--- src/rtl/expand1x1_sched_pkg.sv ---
`default_nettype none
// ============================================================================
// Module   : expand_pkg
// Purpose  : Shared types and layer constants for the fire expand 1x1
//            scheduler. Provides the scheduler state enum, the default
//            per-fire-stage layer constants and a counter width helper.
// Ports    : none (package)
// Revision : 1.0 - initial release
// ============================================================================
package expand_pkg;

  // Scheduler states. The encoding is explicit so it stays stable in dumps.
  typedef enum logic [2:0] {
    IDLE  = 3'd0,
    LOAD  = 3'd1,
    MAC   = 3'd2,
    DRAIN = 3'd3,
    WB    = 3'd4,
    DONE  = 3'd5
  } sched_state_t;

  // Default layer constants per fire stage (55x55 maps for fire2/fire3,
  // 27x27 for fire4/fire5).
  localparam int unsigned FIRE2_DEPTH   = 16;
  localparam int unsigned FIRE2_PIXELS  = 3025;
  localparam int unsigned FIRE2_MAC_LAT = 2;
  localparam int unsigned FIRE3_DEPTH   = 16;
  localparam int unsigned FIRE3_PIXELS  = 3025;
  localparam int unsigned FIRE3_MAC_LAT = 2;
  localparam int unsigned FIRE4_DEPTH   = 32;
  localparam int unsigned FIRE4_PIXELS  = 729;
  localparam int unsigned FIRE4_MAC_LAT = 2;

  // Bits needed to hold values 0..last_val (at least one bit).
  function automatic int unsigned cnt_width(input int unsigned last_val);
    return (last_val < 2) ? 1 : $clog2(last_val + 1);
  endfunction

endpackage : expand_pkg
`default_nettype wire

--- src/rtl/expand1x1_sched_cnt.sv ---
`default_nettype none
// ============================================================================
// Module   : sched_cnt
// Purpose  : Parameterised up-counter with synchronous clear, count enable
//            and terminal-count flag. Counting past LAST wraps to zero, so a
//            sweep counter is back at 0 as soon as its sweep finishes.
// Ports    : clk    - clock
//            rst    - asynchronous active-high reset
//            clr_i  - synchronous clear (priority over enable)
//            en_i   - count enable
//            cnt_o  - current count (registered)
//            tc_o   - high while cnt_o == LAST
// Revision : 1.0 - initial release
// ============================================================================
module sched_cnt
  import expand_pkg::*;
#(
  parameter int unsigned WIDTH = 4,
  parameter int unsigned LAST  = 15
) (
  input  logic             clk,
  input  logic             rst,
  input  logic             clr_i,
  input  logic             en_i,
  output logic [WIDTH-1:0] cnt_o,
  output logic             tc_o
);

  localparam logic [WIDTH-1:0] LAST_V = WIDTH'(LAST);

  logic [WIDTH-1:0] cnt_q;
  logic [WIDTH-1:0] cnt_d;

  assign tc_o  = (cnt_q == LAST_V);
  assign cnt_o = cnt_q;

  always_comb begin
    cnt_d = cnt_q;
    if (clr_i) begin
      cnt_d = '0;
    end else if (en_i) begin
      cnt_d = tc_o ? '0 : cnt_q + WIDTH'(1);
    end
  end

  always_ff @(posedge clk or posedge rst) begin
    if (rst) begin
      cnt_q <= '0;
    end else begin
      cnt_q <= cnt_d;
    end
  end

endmodule : sched_cnt
`default_nettype wire

--- src/rtl/expand1x1_sched.sv ---
`default_nettype none
// ============================================================================
// Module   : expand1x1_sched
// Purpose  : Sequencer for one fire expand 1x1 stage. Per output pixel it
//            accepts one activation vector, sweeps the weight ROM address
//            0..DEPTH-1 with MAC enable / clear / last flags, waits out the
//            MAC pipeline and hands the results to writeback via valid/ready.
// Ports    : clk, rst        - clock, asynchronous active-high reset
//            start_i         - one-cycle pulse starting a layer run
//            busy_o, done_o  - run in progress / one-cycle completion pulse
//            act_valid_i/act_ready_o - activation vector handshake
//            rom_addr_o      - weight ROM address
//            mac_en_o, acc_clr_o, acc_last_o - MAC array controls
//            wb_valid_o/wb_ready_i - writeback handshake
//            pixel_idx_o     - pixel in flight
//            stall_cnt_o     - stall cycle counter (EXPAND1X1_SCHED_PERF_EN)
// Options  : `define EXPAND1X1_SCHED_PERF_EN adds the stall_cnt_o port.
// Revision : 1.0 - initial release
// ============================================================================
module expand1x1_sched
  import expand_pkg::*;
#(
  parameter int unsigned ADDR    = 4,
  parameter int unsigned DEPTH   = FIRE2_DEPTH,
  parameter int unsigned PIXELS  = FIRE2_PIXELS,
  parameter int unsigned PIX_W   = 12,
  parameter int unsigned MAC_LAT = FIRE2_MAC_LAT
) (
  input  logic             clk,
  input  logic             rst,
  input  logic             start_i,
  output logic             busy_o,
  output logic             done_o,
  input  logic             act_valid_i,
  output logic             act_ready_o,
  output logic [ADDR-1:0]  rom_addr_o,
  output logic             mac_en_o,
  output logic             acc_clr_o,
  output logic             acc_last_o,
  output logic             wb_valid_o,
  input  logic             wb_ready_i,
  output logic [PIX_W-1:0] pixel_idx_o
`ifdef EXPAND1X1_SCHED_PERF_EN
  ,
  output logic [31:0]      stall_cnt_o
`endif
);

  localparam int unsigned DRN_W     = cnt_width(MAC_LAT - 1);
  localparam logic [ADDR:0] LAST_ADDR = (ADDR + 1)'(DEPTH - 1);
  localparam logic          DEPTH_ONE = (DEPTH == 1);

  sched_state_t state_q, state_d;

  logic busy_q,      busy_d;
  logic done_q,      done_d;
  logic act_ready_q, act_ready_d;
  logic mac_en_q,    mac_en_d;
  logic acc_clr_q,   acc_clr_d;
  logic acc_last_q,  acc_last_d;
  logic wb_valid_q,  wb_valid_d;

  logic [ADDR-1:0]  rom_q;
  logic             rom_tc;
  logic [DRN_W-1:0] drn_q;
  logic             drn_tc;
  logic [PIX_W-1:0] pix_q;
  logic             pix_tc;

  logic             start_acc;
  logic             act_acc;
  logic             wb_xfer;
  logic [ADDR:0]    rom_inc;
  logic             next_is_last;

  // Start is only honoured from IDLE; a pulse during a run is dropped.
  assign start_acc = (state_q == IDLE) && start_i;
  assign act_acc   = (state_q == LOAD) && act_valid_i && act_ready_q;
  assign wb_xfer   = (state_q == WB) && wb_valid_q && wb_ready_i;

  // --------------------------------------------------------------------------
  // Counters: ROM sweep, drain wait and pixel index
  // --------------------------------------------------------------------------
  sched_cnt #(.WIDTH(ADDR), .LAST(DEPTH - 1)) u_rom_cnt (
    .clk   (clk),
    .rst   (rst),
    .clr_i (start_acc),
    .en_i  (state_q == MAC),
    .cnt_o (rom_q),
    .tc_o  (rom_tc)
  );

  sched_cnt #(.WIDTH(DRN_W), .LAST(MAC_LAT - 1)) u_drn_cnt (
    .clk   (clk),
    .rst   (rst),
    .clr_i (start_acc),
    .en_i  (state_q == DRAIN),
    .cnt_o (drn_q),
    .tc_o  (drn_tc)
  );

  // The pixel counter never advances past the last pixel, so it only
  // returns to zero through the clear on a new start.
  sched_cnt #(.WIDTH(PIX_W), .LAST(PIXELS - 1)) u_pix_cnt (
    .clk   (clk),
    .rst   (rst),
    .clr_i (start_acc),
    .en_i  (wb_xfer && !pix_tc),
    .cnt_o (pix_q),
    .tc_o  (pix_tc)
  );

  // --------------------------------------------------------------------------
  // FSM: state and output registers
  // --------------------------------------------------------------------------
  always_ff @(posedge clk or posedge rst) begin
    if (rst) begin
      state_q     <= IDLE;
      busy_q      <= 1'b0;
      done_q      <= 1'b0;
      act_ready_q <= 1'b0;
      mac_en_q    <= 1'b0;
      acc_clr_q   <= 1'b0;
      acc_last_q  <= 1'b0;
      wb_valid_q  <= 1'b0;
    end else begin
      state_q     <= state_d;
      busy_q      <= busy_d;
      done_q      <= done_d;
      act_ready_q <= act_ready_d;
      mac_en_q    <= mac_en_d;
      acc_clr_q   <= acc_clr_d;
      acc_last_q  <= acc_last_d;
      wb_valid_q  <= wb_valid_d;
    end
  end

  // --------------------------------------------------------------------------
  // FSM: next state
  // --------------------------------------------------------------------------
  always_comb begin
    state_d = state_q;
    case (state_q)
      IDLE:    if (start_acc) state_d = LOAD;
      LOAD:    if (act_acc)   state_d = MAC;
      MAC:     if (rom_tc)    state_d = DRAIN;
      DRAIN:   if (drn_tc)    state_d = WB;
      WB:      if (wb_xfer)   state_d = pix_tc ? DONE : LOAD;
      DONE:                   state_d = IDLE;
      default:                state_d = IDLE;
    endcase
  end

  // --------------------------------------------------------------------------
  // FSM: outputs. Every flag is decoded from the next state so that the
  // registered outputs line up with the state they describe.
  // --------------------------------------------------------------------------
  // rom_inc is the address the ROM counter holds after this edge when a
  // MAC cycle continues; a sweep entered from LOAD always starts at 0.
  assign rom_inc      = {1'b0, rom_q} + (ADDR + 1)'(1);
  assign next_is_last = (state_q == LOAD) ? DEPTH_ONE : (rom_inc == LAST_ADDR);

  always_comb begin
    busy_d      = (state_d == LOAD) || (state_d == MAC) ||
                  (state_d == DRAIN) || (state_d == WB);
    done_d      = (state_d == DONE);
    act_ready_d = (state_d == LOAD);
    mac_en_d    = (state_d == MAC);
    acc_clr_d   = (state_q == LOAD) && (state_d == MAC);
    acc_last_d  = (state_d == MAC) && next_is_last;
    wb_valid_d  = (state_d == WB);
  end

  assign busy_o      = busy_q;
  assign done_o      = done_q;
  assign act_ready_o = act_ready_q;
  assign mac_en_o    = mac_en_q;
  assign acc_clr_o   = acc_clr_q;
  assign acc_last_o  = acc_last_q;
  assign wb_valid_o  = wb_valid_q;
  assign rom_addr_o  = rom_q;
  assign pixel_idx_o = pix_q;

`ifdef EXPAND1X1_SCHED_PERF_EN
  // Stall cycles: waiting for an activation in LOAD or for writeback in WB.
  logic [31:0] stall_q;
  logic [31:0] stall_d;

  always_comb begin
    stall_d = stall_q;
    if (start_acc) begin
      stall_d = '0;
    end else if ((((state_q == LOAD) && !act_valid_i) ||
                  ((state_q == WB) && !wb_ready_i)) && (stall_q != '1)) begin
      stall_d = stall_q + 32'd1;
    end
  end

  always_ff @(posedge clk or posedge rst) begin
    if (rst) begin
      stall_q <= '0;
    end else begin
      stall_q <= stall_d;
    end
  end

  assign stall_cnt_o = stall_q;
`endif

endmodule : expand1x1_sched
`default_nettype wire
--- config.mk ---
export PLATFORM = sky130hd
export DESIGN_NAME = expand1x1_sched
export DESIGN_NICKNAME = d
export VERILOG_FILES = /design/src/rtl/expand1x1_sched_pkg.sv /design/src/rtl/expand1x1_sched_cnt.sv /design/src/rtl/expand1x1_sched.sv
export SDC_FILE = /design/constraint.sdc
export NUM_CORES = 1
export LEC_CHECK = 0
export BUFFER_PORTS_ARGS = -buffer_cell sky130_fd_sc_hd__buf_2
export CAP_MARGIN = 20
export CORE_AREA = 4 4 71 53
export DETAILED_ROUTE_END_ITERATION = 16
export DIE_AREA = 0 0 75 57
export PLACE_DENSITY = 0.81
export RECOVER_POWER = 50
export SLEW_MARGIN = 20
export SYNTH_ARGS = -nofsm -noshare
export SYNTH_HDL_FRONTEND = slang
export SYNTH_SLANG_ARGS = --single-unit
--- constraint.sdc ---
create_clock -name clk -period 3.85 [get_ports clk]
set_input_delay 0.1925 -clock clk [delete_from_list [all_inputs] [get_ports clk]]
set_output_delay 0.1925 -clock clk [all_outputs]
set_load 0.05 [all_outputs]
---- Word level (Yosys, flattened, before mapping) ----
Cells that the tools add are included.
cells by class
  mux-type cells .......................... 17
  reductions and logical operators ........ 16
  equality and inequality tests ........... 12
  add/sub/neg operators ................... 4
operator list
  operator                                       count
  2-to-1 mux 12 bit                              3
  2-to-1 mux 3 bit                               6
  one-hot mux 3 bit (5 select lines)             1
  adder 12 x 1 -> 12 bit, second input constant  1
  == test 12 bit, second input constant          1
  == test 3 x 2 -> 1 bit, second input constant  4
  2-to-1 mux 4 bit                               3
  == test 3 bit, second input constant           3
  logical AND 1 bit                              8
  == test 3 x 1 -> 1 bit, second input constant  2
  nonzero test 2 bit                             3
  adder 4 x 1 -> 5 bit, second input constant    1
  == test 5 x 4 -> 1 bit, second input constant  1
  adder 4 x 1 -> 4 bit, second input constant    1
  == test 4 bit, second input constant           1
  2-to-1 mux 1 bit                               4
  logical NOT 3 bit                              1
  logical OR 1 bit                               3
  adder 1 bit, second input constant             1
  logical NOT 1 bit                              1
storage, ports and cells
  output and inout bits ................... 23
  register bits ........................... 27

---- Depth between registers and ports, before layout ----
Gate-level depths: netlist (run 1).
  depth after elaboration ................. 9
  gate-level depth with buffers ........... 6
  mapped depth without buffers ............ 6

---- Modules after synthesis ----
Synthesis (run 1) repeated with hierarchy kept, for this count alone.
unflattened totals
  cell total of the unflattened synthesis .. 142
  area total of the unflattened synthesis .. 1407.6 um^2
by module, submodules not included
  module                  cells an instance  times used  seq. area each (um^2)  area each (um^2)
  sched_cnt at u_pix_cnt  70                 1           300.3                  663.1
  expand1x1_sched         46                 1           250.2                  485.5
  sched_cnt at u_rom_cnt  21                 1           100.1                  210.2
  sched_cnt at u_drn_cnt  5                  1           25.0                   48.8

---- Worst setup path before layout (run 1) ----
OpenSTA, ideal clock, no wires.
  kind .................................... register to register
  start point ............................. register u_pix_cnt.cnt_q[0] (netlist: u_pix_cnt.cnt_o[0])
  end point ............................... register u_pix_cnt.cnt_q[3] (netlist: u_pix_cnt.cnt_o[3])
  data arrival time ....................... 1962 ps
  library setup time ...................... 77 ps
  clock period less this slack ............ 2040 ps
  slack ................................... 1810 ps
  buffers on the path ..................... 0
  stages on the path, launching flop included .. 7
  cells stage by stage .................... dfrtp_1 > inv_1 > ha_1 > nor4bb_1 > and3b_1 > or4_1 > a21oi_1
on the way
  cells in the longest elaborated chain, start to end .. 4
  elaborated cells between the ends (all ways) .. 8
RTL lines
  item                                                      RTL line                                              RTL
  start: declaration                                        expand1x1_sched_cnt.sv:31                             logic [WIDTH-1:0] cnt_q;
  start signal: assignment                                  expand1x1_sched_cnt.sv:50                             cnt_q <= cnt_d;
  adder 12 x 1 -> 12 bit or == test 12 bit (tied branches)  expand1x1_sched_cnt.sv:42, expand1x1_sched_cnt.sv:34
  2-to-1 mux 12 bit or logical NOT 1 bit (tied branches)    expand1x1_sched_cnt.sv:42, expand1x1_sched.sv:108
  2-to-1 mux 12 bit or logical AND 1 bit (tied branches)    expand1x1_sched_cnt.sv:41, expand1x1_sched.sv:108
  2-to-1 mux 12 bit or nonzero test 2 bit (tied branches)   --
Parallel ways exist; a longest one is shown, timed or not. The select of a mux whose other input is x is not followed.
A chain may end at the register's enable or synchronous reset.

---- Final worst setup path (run 1) ----
  start point ............................. register state_q[2]
  end point ............................... register u_pix_cnt.cnt_q[9] (netlist: u_pix_cnt.cnt_o[9])
on the way
  cells in the longest elaborated chain, start to end .. 5
  elaborated cells between the ends (all ways) .. 8
RTL lines
  item                            RTL line                RTL
  start: declaration              expand1x1_sched.sv:53   sched_state_t state_q, state_d;
  start signal: assignment        expand1x1_sched.sv:127  state_q <= state_d;
  == test 3 bit                   expand1x1_sched.sv:79   assign wb_xfer = (state_q == WB) && wb_valid_q && wb_ready_i;
  logical AND 1 bit (2 in a row)  expand1x1_sched.sv:79
  logical AND 1 bit               expand1x1_sched.sv:108  .en_i (wb_xfer && !pix_tc),
  nonzero test 2 bit (no line)    --
Parallel ways exist; a longest one is shown, timed or not.

==> results.py, run 1 <==
metrics = {
    "status": {
        "status": "completed",
    },
    "worst_setup_path": {
        "max_stage_delay_ps": 600,
        "cp-end-kind": "flop",
        "critical_path_arrival_ps": 2330,
        "worst_path_max_delay_cell": "dfrtp_1",
        "path_cells": "nor3b_2 > nand4_1 > or4_1 > a21oi_1",
        "path_buf_inv": 0,
        "crit_required_ps": 4050,
        "critPathMaxFanout": 12,
        "crit_family": "simple AND/OR/NAND/NOR gates",
        "start_kind": "flop",
        "path_class": "flop to flop",
    },
    "clocking": {
        "clkSinkCount": 27,
        "cts_tree": "yes",
        "post-cts-setup-buffer-count": 0,
        "numCtsBuffers": 3,
        "cts-resized-gates": 0,
        "clk_pin_slew_ps": 100,
        "h-tree-depth": 1,
        "cts_root_buffer": "clkbuf_8",
        "clkLatencyLatePin_ps": 280,
        "clockBufferDepth": 2,
        "cts_hold_buffers": 0,
    },
    "layout": {
        "nets": 185,
        "syn_to_final_growth_pct": 12.6,
        "num_antenna_cells": 0,
        "fillerInstances": 272,
        "drive_above_1_share": 0.206,
        "multi_input_area_sq_um": 767,
        "largest_register_ffs": 12,
        "layout_common_cells": "dfrtp_1 (27), nand2_1 (18), buf_2 (16), clkbuf_1 (11), o21ai_0 (10)",
        "layout_commonest_cell": "dfrtp_1",
        "final_util": 0.549,
        "final-seq-area_sq_um": 676,
    },
    "routing": {
        "vias_per_cell": 5.78,
        "ant_nets": 0,
        "drc": 0,
        "wirelength_microns": 3440,
        "vias": 1232,
        "initialDrtViolationCount": 178,
        "dr.pass1.iters": 4,
        "wl_per_cell_microns": 16.1,
    },
    "power": {
        "clkPwrFrac": 0.177,
        "comb_power_share": 0.398,
        "power_leakage_nw": 0.751,
        "p_sw_frac": 0.450,
        "power_mw": 0.938,
        "p_per_area_nw_per_um2": 554,
        "ir_drop_uv": 266,
        "p_seq_frac": 0.425,
        "switching_power_mw": 0.422,
        "internal-power_mw": 0.516,
    },
    "synth": {
        "synth_warnings": 0,
        "synth_fp_nets": 157,
        "synth_edf_count": 0,
        "ys.flop_type": "dfrtp_1",
        "synthArstFlopShare": 1.00,
        "syn_inst": 148,
        "ys_ff_latch": 27,
        "syn-cell-area_sq_um": 1500,
        "synthDistinctLibCells": 49,
        "avgSynthCellArea_sq_um": 10.2,
        "synth.yosys.seq_area_share": 0.449,
    },
    "global_routing": {
        "met2_usage": 0.252,
        "grt_pass1_vias": 1135,
        "use_met1": 0.249,
        "antenna_found_initial": 0,
        "grt_util_all_layers": 0.174,
        "top_usage_layer": "met2",
        "grt_start_max_net_pins": 28,
        "grt_overflow": 0,
        "grt_pass1_wl_microns": 5750,
        "grt_use_met3": 0.0511,
    },
    "die": {
        "core_area_sq_um": 3080,
        "fp-row-count": 17,
        "die_area_sq_um": 4280,
        "die_h_microns": 57,
        "ioPinCount": 28,
        "initial_core_util": 0.488,
        "chipWidth_microns": 75,
    },
    "timing": {
        "worst_slew_pin_slew_ps": 1020,
        "timing.fmax_mhz": 471,
        "clock_skew_ps": 6.68,
        "timing.hold.ws_ps": 191,
        "setup_viol": 0,
        "fin_crit_sh": 0.551,
        "maxSlewViolCount": 0,
        "setup_slack_ps": 1730,
        "finalHoldViolations": 0,
        "max_slew_margin": 0.319,
        "period_minus_slack_ps": 2120,
        "rsz0062_at_grt": "no",
        "finalSetupTns_ps": 0,
    },
    "worst_hold_path": {
        "hp-class": "input port to flop",
    },
    "run": {
        "max_cap_violations": 0,
    },
    "placement": {
        "gp_congestion": 0.831,
        "dpl.hpwl_microns": 2450,
        "io_buffer_count": 27,
        "preCtsSetupSlack_ps": 1800,
    },
}
## cells in the mapped netlist (all sizes together), types with 2 or more instances
cell type / instances / area [sq um]
or3b: 2 / 20.0
buf: 3 / 23.8
nand3: 9 / 50.1
mux2i: 4 / 40.0
o21ai: 11 / 55.1
clkbuf: 2 / 11.3
nor2: 11 / 67.6
nor3: 3 / 20.0
o31ai: 3 / 22.5
nor4: 2 / 25.0
nand4: 4 / 25.0
a21oi: 9 / 60.1
nor3b: 3 / 27.5
xor2: 3 / 26.3
dfrtp: 27 / 676
nor4bb: 2 / 20.0
and2: 4 / 27.5
nand4b: 2 / 17.5
ha: 4 / 50.1
inv: 7 / 26.3
or4: 3 / 22.5
nand2: 18 / 67.6
## cells by family after synthesis
group                      after synthesis  share of synthesized area
DFF                                     27                      0.449
buffers and inverters                   12                     0.0408
muxes                                    4                     0.0266
AOI/OAI and AO/OA                       28                      0.131
xor gates and xnor gates                 4                     0.0233
and+or+nand+nor                         69                      0.295
adders and majority gates                4                     0.0333
## per-layer routing
layer | vias up | wire (microns)
met5 | - | 0
met4 | 0 | 58
met3 | 6 | 215
met2 | 43 | 1650
met1 | 599 | 1510
li1 | 584 | -
## per-stage QoR
| stage | cell area [sq um] | instances |
|---|---|---|
| after floorplan | 1500 | 148 |
| after global placement | 1650 | 208 |
| after detailed placement | 1650 | 208 |
| after CTS | 1700 | 212 |
| after global routing | 1690 | 213 |
| final | 1690 | 213 |
## cell type report
| type | count | area share |
|---|---|---|
| clock buffer | 3 | 0.0244 |
| clock inverter | 1 | 0.00295 |
| inverter | 7 | 0.0155 |
| multi-input combinational | 109 | 0.453 |
| sequential | 27 | 0.399 |
| tap | 38 | 0.0281 |
| timing repair buffer | 28 | 0.0775 |
## power groups by stage
stage                     Clock (mW)  Sequential, mW  Combinational, mW
after floorplan                    0           0.464              0.246
after global placement             0           0.393              0.370
after detailed placement           0           0.399              0.377
after CTS                      0.168           0.395              0.380
after global routing           0.184           0.405              0.404
final                          0.166           0.398              0.374
## worst paths after layout
check	startpoint	end	slack (ps)	depth (start not counted)
max	state_q[2]	u_pix_cnt.cnt_o[9]	1730	4
min	act_valid_i	acc_clr_o	190	3
max reg2reg	state_q[2]	u_pix_cnt.cnt_o[9]	1730	4
min reg2reg	u_pix_cnt.cnt_o[8]	u_pix_cnt.cnt_o[8]	540	1
max in group asynchronous	rst	acc_last_o	2540	3
min in group asynchronous	rst	u_pix_cnt.cnt_o[10]	690	3
## worst register-to-register path: cells and delay by family, from the launching register on
family	cells	cell delay, ps
flip-flops	1	600
AND/OR/NAND/NOR	3	1310
AO/OA/AOI/OAI	1	140
No activity file was read; power rests on OpenSTA's default activity.
==> run 2: changes to the inputs <==
==> constraint.sdc (replaced) <==
create_clock -name clk -period 2.1 [get_ports clk]
set_input_delay 0.105 -clock clk [delete_from_list [all_inputs] [get_ports clk]]
set_output_delay 0.105 -clock clk [all_outputs]
set_load 0.05 [all_outputs]
==> results.py, run 2 (same netlist as run 1, synthesis figures left out) <==
metrics = {
    "status": {
        "status": "completed",
    },
    "power": {
        "switching_power_mw": 0.781,
        "p_per_area_nw_per_um2": 1020,
        "comb_power_share": 0.453,
        "p_sw_frac": 0.443,
        "p_seq_frac": 0.377,
        "clkPwrFrac": 0.171,
        "ir_drop_uv": 519,
        "power_leakage_nw": 0.777,
        "internal-power_mw": 0.983,
    },
    "layout": {
        "drive_above_1_share": 0.227,
        "largest_register_ffs": 12,
        "syn_to_final_growth_pct": 15.5,
        "nets": 191,
        "layout_commonest_cell": "dfrtp_1",
        "layout_common_cells": "dfrtp_1 (27), nand2_1 (18), buf_2 (17), clkbuf_1 (11), o21ai_0 (10)",
        "num_antenna_cells": 0,
    },
    "routing": {
        "drc": 0,
        "vias": 1265,
        "vias_per_cell": 5.78,
        "dr.pass1.iters": 4,
        "initialDrtViolationCount": 124,
        "wl_per_cell_microns": 15.4,
        "wirelength_microns": 3370,
        "ant_nets": 0,
    },
    "die": {
        "initial_core_util": 0.488,
        "fp-row-count": 17,
        "core_area_sq_um": 3080,
        "die_area_sq_um": 4280,
        "ioPinCount": 28,
        "die_h_microns": 57,
        "chipWidth_microns": 75,
    },
    "clocking": {
        "h-tree-depth": 1,
        "cts_hold_buffers": 1,
        "clk_pin_slew_ps": 90,
        "cts_tree": "yes",
        "post-cts-setup-buffer-count": 0,
        "cts_root_buffer": "clkbuf_8",
        "cts-resized-gates": 0,
        "clkSinkCount": 27,
        "numCtsBuffers": 3,
        "clkLatencyLatePin_ps": 270,
        "clockBufferDepth": 2,
    },
    "worst_setup_path": {
        "critPathMaxFanout": 8,
        "path_class": "flop to flop",
        "worst_path_max_delay_cell": "dfrtp_1",
        "cp-end-kind": "flop",
        "crit_family": "simple AND/OR/NAND/NOR gates",
        "max_stage_delay_ps": 490,
        "start_kind": "flop",
        "critical_path_arrival_ps": 2050,
        "crit_required_ps": 2300,
        "path_cells": "inv_1 > ha_1 > nor4bb_1 > and3b_1 > or4_1 > a21oi_1",
        "path_buf_inv": 1,
    },
    "timing": {
        "maxSlewViolCount": 0,
        "setup_viol": 0,
        "timing.hold.ws_ps": 94.1,
        "clock_skew_ps": 1.90,
        "timing.fmax_mhz": 541,
        "worst_slew_pin_slew_ps": 1410,
        "finalHoldViolations": 0,
        "fin_crit_sh": 0.881,
        "finalSetupTns_ps": 0,
        "max_slew_margin": 0.0569,
        "period_minus_slack_ps": 1850,
        "rsz0062_at_grt": "no",
    },
    "placement": {
        "io_buffer_count": 27,
        "dpl.hpwl_microns": 2610,
        "gp_congestion": 0.862,
    },
    "global_routing": {
        "grt_util_all_layers": 0.174,
        "grt_overflow": 0,
        "grt_pass1_vias": 1240,
        "antenna_found_initial": 0,
        "grt_start_max_net_pins": 28,
        "grt_pass1_wl_microns": 5830,
    },
    "worst_hold_path": {
        "hp-class": "input port to flop",
    },
    "run": {
        "max_cap_violations": 0,
    },
}
run 2: cell count changes in the layout (fill, tap and decap cells not counted):
cell	previous run	this run
buf_4	0	5
buf_2	16	17
nor2_2	1	0
nor2_1	8	9
clkinvlp_4	0	1
clkinv_2	1	0
run 2: layer usage:
metal  share of wire  track usage  up-vias
li1                -            -      599
met1            0.43        0.242      599
met2            0.47        0.259       55
met3           0.068       0.0387       12
met4           0.030       0.0761        0
met5               0            0        -
run 2: layout make-up:
cell class,instances,area (sq um)
Clock buffer,3,41.3
Clock inverter,1,7.51
Fill cell,267,1350
Inverter,7,26.3
Multi-Input combinational cell,109,764
Sequential cell,27,676
Tap cell,38,47.5
Timing Repair Buffer,34,174
run 2: power by group through the flow:
stage / sequential, mW / combinational [mW] / clock, mW
finish: 0.665 / 0.799 / 0.301
global route: 0.677 / 0.869 / 0.339
CTS: 0.664 / 0.812 / 0.315
detailed placement: 0.672 / 0.808 / 0
global placement: 0.667 / 0.782 / 0
floorplan: 0.851 / 0.451 / 0
run 2: final timing paths:
kind,startpoint,endpoint,slack [ps],depth (start not counted)
worst min-delay path,act_valid_i,acc_clr_o,90,3
max in group asynchronous,rst,state_q[1],440,4
min in group asynchronous,rst,u_pix_cnt.cnt_o[7],840,4
worst max-delay path,u_pix_cnt.cnt_o[0],u_pix_cnt.cnt_o[3],250,6
worst max register to register,u_pix_cnt.cnt_o[0],u_pix_cnt.cnt_o[3],250,6
worst min register to register,u_pix_cnt.cnt_o[11],u_pix_cnt.cnt_o[11],520,1
run 2: worst register-to-register path, stage by stage (launching register included):
cell	delay, ps
dfrtp_1	490
inv_1	90
ha_1	200
nor4bb_1	130
and3b_1	230
or4_1	490
a21oi_1	160
run 2: stage by stage:
| stage | worst slack (ps) | area [sq um] | std cells | utilization | total power, mW |
|---|---|---|---|---|---|
| after CTS | 260 | 1760 | 219 | 0.569 | 1.79 |
| after global placement | 377 | 1700 | 214 | 0.550 | 1.45 |
| final | 250 | 1740 | 219 | 0.563 | 1.76 |
| after floorplan | 60.4 | 1500 | 148 | - | 1.30 |
| after detailed placement | 287 | 1700 | 214 | 0.550 | 1.48 |
| after global routing | 53.9 | 1740 | 219 | 0.563 | 1.89 |
